`config.mk`:
```
export PLATFORM = sky130hd
export DESIGN_NAME = timer_arbiter
export DESIGN_NICKNAME = d
export VERILOG_FILES = /design/src/rtl/timer_arbiter_defs.sv /design/src/rtl/timer_arbiter_countdown.sv /design/src/rtl/timer_arbiter.sv
export SDC_FILE = /design/constraint.sdc
export NUM_CORES = 1
export LEC_CHECK = 0
export BUFFER_PORTS_ARGS = -buffer_cell sky130_fd_sc_hd__buf_2
export CORE_ASPECT_RATIO = 0.75
export CORE_MARGIN = 8
export CORE_UTILIZATION = 51
export CTS_CLUSTER_SIZE = 20
export DETAILED_ROUTE_END_ITERATION = 8
export GPL_TIMING_DRIVEN = 0
export PLACE_DENSITY = 0.84
export SLEW_MARGIN = 20
export SYNTH_ARGS = -nofsm -noshare
export SYNTH_HDL_FRONTEND = slang
export SYNTH_HIERARCHICAL = 1
export SYNTH_SLANG_ARGS = --single-unit
```
`constraint.sdc`:
```
create_clock -name clock -period 2.3 [get_ports clock]
set_clock_uncertainty 0.15 [all_clocks]
set_input_delay 0.69 -clock clock [delete_from_list [all_inputs] [get_ports clock]]
set_output_delay 0.69 -clock clock [all_outputs]
set_load 0.01 [all_outputs]
```
`src/rtl/timer_arbiter_defs.sv`:
```
// -----------------------------------------------------------------------------
// timer_arbiter_defs
// Shared definitions for the timer arbiter:
//   - FSM state encodings (IDLE, COUNT, ACK)
//   - requester identifiers (A = 0, B = 1)
//   - pick_winner(): round-robin choice between the two requesters
// -----------------------------------------------------------------------------
package timer_arbiter_defs;

    localparam logic [1:0] ST_IDLE  = 2'd0;
    localparam logic [1:0] ST_COUNT = 2'd1;
    localparam logic [1:0] ST_ACK   = 2'd2;

    localparam logic REQ_A = 1'b0;
    localparam logic REQ_B = 1'b1;

    typedef enum logic [1:0] {
        IDLE  = ST_IDLE,
        COUNT = ST_COUNT,
        ACK   = ST_ACK
    } state_t;

    // On a tie the requester that was not served last wins; otherwise the
    // single active requester wins. Only meaningful when at least one
    // request is present.
    function automatic logic pick_winner(input logic req_a,
                                         input logic req_b,
                                         input logic last);
        if (req_a && req_b)
            return (last == REQ_B) ? REQ_A : REQ_B;
        else if (req_a)
            return REQ_A;
        else
            return REQ_B;
    endfunction

endpackage

```
`src/rtl/timer_arbiter_countdown.sv`:
```
// -----------------------------------------------------------------------------
// countdown
// Loadable down-counter that saturates at zero.
// Ports:
//   clock      - clock, all state changes on posedge
//   reset_     - synchronous active-low reset (counter cleared to 0)
//   load       - load load_value into the counter (has priority over enable)
//   load_value - value to load
//   enable     - decrement by one when nonzero
//   zero       - counter currently holds 0
// -----------------------------------------------------------------------------
module countdown #(
    parameter int WIDTH = 8
) (
    input  logic             clock,
    input  logic             reset_,
    input  logic             load,
    input  logic [WIDTH-1:0] load_value,
    input  logic             enable,
    output logic             zero
);

    logic [WIDTH-1:0] cnt;

    // NOTE: sequential state uses non-blocking (<=) so every register
    // samples the pre-edge values, independent of statement order.
    always_ff @(posedge clock) begin
        if (!reset_)
            cnt <= '0;
        else if (load)
            cnt <= load_value;
        else if (enable && (cnt != '0))
            cnt <= cnt - 1'b1;   // never wraps below zero
    end

    assign zero = (cnt == '0);

endmodule

```
`src/rtl/timer_arbiter.sv`:
```
// -----------------------------------------------------------------------------
// timer_arbiter
// Two requesters share one countdown timer through a 4-phase handshake
// (req up -> ack up -> req down -> ack down). Ties are resolved round-robin.
// Ports:
//   clock         - clock, all state changes on posedge
//   reset_        - synchronous active-low reset
//   req_a / req_b - request a timed wait
//   dly_a / dly_b - delay count, sampled only at grant
//   ack_a / ack_b - registered: owner's wait has expired
//   busy          - registered: FSM is not in IDLE
// A grant at edge k with delay N raises the owner's ack at edge k+N+1.
// -----------------------------------------------------------------------------
module timer_arbiter
    import timer_arbiter_defs::*;
#(
    parameter int WIDTH = 8
) (
    input  logic             clock,
    input  logic             reset_,
    input  logic             req_a,
    input  logic [WIDTH-1:0] dly_a,
    output logic             ack_a,
    input  logic             req_b,
    input  logic [WIDTH-1:0] dly_b,
    output logic             ack_b,
    output logic             busy
);

    state_t           state, state_next;
    logic             owner, owner_next;
    logic             last, last_next;
    logic             ack_a_next, ack_b_next, busy_next;
    logic             grant;
    logic             req_owner;
    logic             cnt_load;
    logic [WIDTH-1:0] cnt_value;
    logic             cnt_enable;
    logic             cnt_zero;

    countdown #(.WIDTH(WIDTH)) u_countdown (
        .clock      (clock),
        .reset_     (reset_),
        .load       (cnt_load),
        .load_value (cnt_value),
        .enable     (cnt_enable),
        .zero       (cnt_zero)
    );

    // NOTE: every signal written here gets a default first, so no path
    // leaves a value unassigned and no latch is inferred.
    always_comb begin
        state_next = state;
        owner_next = owner;
        last_next  = last;
        cnt_load   = 1'b0;
        cnt_value  = dly_a;
        grant      = pick_winner(req_a, req_b, last);
        req_owner  = (owner == REQ_A) ? req_a : req_b;

        case (state)
            IDLE: begin
                if (req_a || req_b) begin
                    owner_next = grant;
                    cnt_load   = 1'b1;
                    cnt_value  = (grant == REQ_A) ? dly_a : dly_b;
                    state_next = COUNT;
                end
            end
            COUNT: begin
                // Counter decrements on its own while enabled; leave once it
                // has been observed at zero, even if req_owner dropped early.
                if (cnt_zero)
                    state_next = ACK;
            end
            ACK: begin
                if (!req_owner) begin
                    state_next = IDLE;
                    last_next  = owner;
                end
            end
            default: state_next = IDLE;
        endcase

        cnt_enable = (state == COUNT);

        // Outputs are registered from the next state so they line up with it.
        ack_a_next = (state_next == ACK) && (owner_next == REQ_A);
        ack_b_next = (state_next == ACK) && (owner_next == REQ_B);
        busy_next  = (state_next != IDLE);
    end

    always_ff @(posedge clock) begin
        if (!reset_) begin
            state <= IDLE;
            owner <= REQ_A;
            last  <= REQ_B;
            ack_a <= 1'b0;
            ack_b <= 1'b0;
            busy  <= 1'b0;
        end else begin
            state <= state_next;
            owner <= owner_next;
            last  <= last_next;
            ack_a <= ack_a_next;
            ack_b <= ack_b_next;
            busy  <= busy_next;
        end
    end

endmodule

```
==> flow_summary_export.csv <==
group,metric,value,unit
final_layout,area_delta_synth_final,17.8,%
final_layout,final_common_cell,"buf_2",
power,leakage,0.469,nW
power,swShare,36.8,%
global_route,antenna_found_initial,0,
final_layout,layout_common_cells,"22 x buf_2, 15 x dfxtp_1, 8 x mux2_2, 8 x o21ai_0, 7 x a21oi_1",
worst_setup_path,crit_fanout,8,
global_route,grt_max_degree,11,
worst_setup_path,start_kind,"flip-flop",
global_route,globalRouteOverflowTotal,0,
synthesis,syn_avg_cell_area,9.34,sq um
final_layout,drive_above_1_share,37.0,%
floorplanning,ios,23,
routing,routed_via_density,5.84,
floorplanning,die-area,3500,sq um
sta,worst_pin_slew,533,ps
routing,via_count,870,
cts,cts_hold_buf,0,
synthesis,async_flop_share,0,%
floorplanning,die_y,53.2,um
worst_setup_path,end_kind,"flip-flop",
floorplanning,num_rows,13,
final_layout,antenna_cells,0,
place,place_ws,95.6,ps
global_route,grt_use_total,13.2,%
power,combPwrFrac,38.7,%
cts,cts_made_buffers,3,
synthesis,synth-main-ff-cell,"dfxtp_1",
routing,dr.pass1.iters,4,
synthesis,synth_cell_types,39,
routing,avgRoutedWirePerCell,14.7,um
sta,finalMaxSlewViolations,0,
sta,finalSetupViolCount,0,
synthesis,post_synth_inst_count,101,
power,power,0.000814,W
power,power.clock.fraction,18.7,%
floorplanning,core_area,1740,sq um
final_layout,nets,150,
synthesis,synth_edf_count,0,
routing,finalWirelength,2.19,mm
power,pwr-share-seq,42.6,%
worst_setup_path,crit_arrival,2190,ps
global_route,grt_pass1_vias,822,
place,gp_congestion,0.789,
final_layout,fill_cells,142,
worst_setup_path,required,2330,ps
hold_path,worst_hold_path_type,"reg -> reg",
synthesis,synth_seq_cells,15,
sta,finalHoldViolCount,0,
outcome,status,"finished, final reports clean",
floorplanning,initial_core_util,54.2,%
final_layout,fin_area,1110,sq um
sta,fin_ws,138,ps
sta,period_needed,2160,ps
sta,period_share,94.0,%
cts,htreeDepth,1,
synthesis,yosysWarnings,6,
routing,drtAntennaViolNets,0,
power,internal-power,0.000514,W
worst_setup_path,path_class,"reg -> reg",
floorplanning,die-width,65.7,um
routing,drt-initial-drc-count,29,
synthesis,syn-num-nets,123,
synthesis,yosysSeqAreaShare,31.8,%
job,drv_cap,0,
place,numPortBuffers,22,
cts,clk_pin_slew,100,ps
place,hpwl,1.71,mm
sta,fin_tns_setup,0,ps
power,ir_worst_vdd,631,uV
cts,cts-root-buf,"clkbuf_4",
cts,clock_path_buffers,2,
cts,cts_sinks,15,
synthesis,syn_area,943,sq um
place,placed_area,1080,sq um
global_route,grt_pass1_wl,3.63,mm
cts,insertion_delay,290,ps
power,power_density,732,nW/um^2
routing,route.detailed.drc,0,
sta,max_freq,463,MHz
sta,rsz0062_at_grt,"no",
sta,maxSlewHeadroom,64.4,%
cts,cts_tree,"done",
power,power.switching,0.000299,W
[metrics by stage]
stage	util, %	std cells	hold slack [ps]
global placement	62.1	145	336
floorplan	-	101	318
global route	63.8	149	393
CTS	63.7	149	358
detailed placement	62.1	145	344
finish	63.8	149	364
[critical path, stage by stage (launching register included)]
cell,delay (ps)
dfxtp_1,530
nor2b_2,360
or3b_2,490
nor3_1,220
mux2i_1,220
a21oi_1,80
[power by group through the flow]
stage                     Clock [W]  Combinational (W)  Sequential (W)
after floorplan                   0           0.000243        0.000339
after global placement            0           0.000297        0.000345
after detailed placement          0           0.000311        0.000350
after CTS                  0.000157           0.000314        0.000344
after global routing       0.000170           0.000350        0.000350
final                      0.000152           0.000315        0.000346
[sequential cells by signal (all words and copies together), names as in the netlist]
register / cells
ack_b: 1
state: 2
owner: 1
last: 1
u_countdown/cnt: 8
busy: 1
ack_a: 1
[cell usage after synthesis, types with 2 or more instances]
master   count  area (sq um)
or4_1        2          15.0
o31ai_1      4          30.0
xnor2_1      3          26.3
nand3_1      3          15.0
mux2_2       8          90.1
nor3b_1      4          30.0
a21bo_2      2          20.0
o211a_1      2          20.0
ha_1         2          25.0
o21ai_0      8          40.0
inv_1        6          22.5
dfxtp_1     15           300
mux2i_1      2          20.0
nor2_1       4          15.0
nor3_1       2          10.0
nand2_1      2          7.51
and2_1       2          12.5
a21oi_1      7          35.0
a31oi_1      2          12.5
o21a_1       2          15.0
[area by class of cell]
cell class / count / area, sq um / area share [%]
repair buffers: 22 / 110 / 9.91
multi-input cells: 77 / 604 / 54.4
well taps: 22 / 27.5 / 2.48
clock inverters: 1 / 5.00 / 0.450
clock buffers: 3 / 22.5 / 2.03
flip-flops and latches: 15 / 300 / 27.0
inverters: 6 / 22.5 / 2.03
plain buffers: 3 / 18.8 / 1.69
[cells by family (layout without fill, tap and decap cells)]
family | after synthesis | after routing | share of synthesized area, %
buffers and inverters | 9 | 35 | 4.38
AOI/OAI and AO/OA | 29 | 29 | 22.3
DFF | 15 | 15 | 31.8
adders and majority gates | 2 | 2 | 2.65
and+or+nand+nor | 33 | 33 | 24.4
muxes | 10 | 10 | 11.7
xor gates and xnor gates | 3 | 3 | 2.79
[timing repair]
action,in CTS,in global routing
endpoints found under the hold margin,0,0
setup endpoints to repair,0,2
buffers inserted,0,0
resized for setup,0,1
[path summary, 6_finish.rpt]
kind,startpoint,endpoint,slack [ps],cells after the start
worst max-delay path,state[0],u_countdown/cnt[7],140,5
worst min-delay path,u_countdown/cnt[1],u_countdown/cnt[1],360,2
worst max register to register,state[0],u_countdown/cnt[7],140,5
worst min register to register,u_countdown/cnt[1],u_countdown/cnt[1],360,2
[routing by layer]
| layer | up-vias | GRT usage, % | routed length (um) | part of all wire, % |
|---|---|---|---|---|
| li1 | 431 | - | - | - |
| met1 | 402 | 15.3 | 961 | 44 |
| met2 | 35 | 21.6 | 1030 | 47 |
| met3 | 2 | 5.26 | 180 | 8.2 |
| met4 | 0 | 4.33 | 13 | 0.59 |
| met5 | - | 0 | 0 | 0 |
Power figures use the tool's default switching activity.
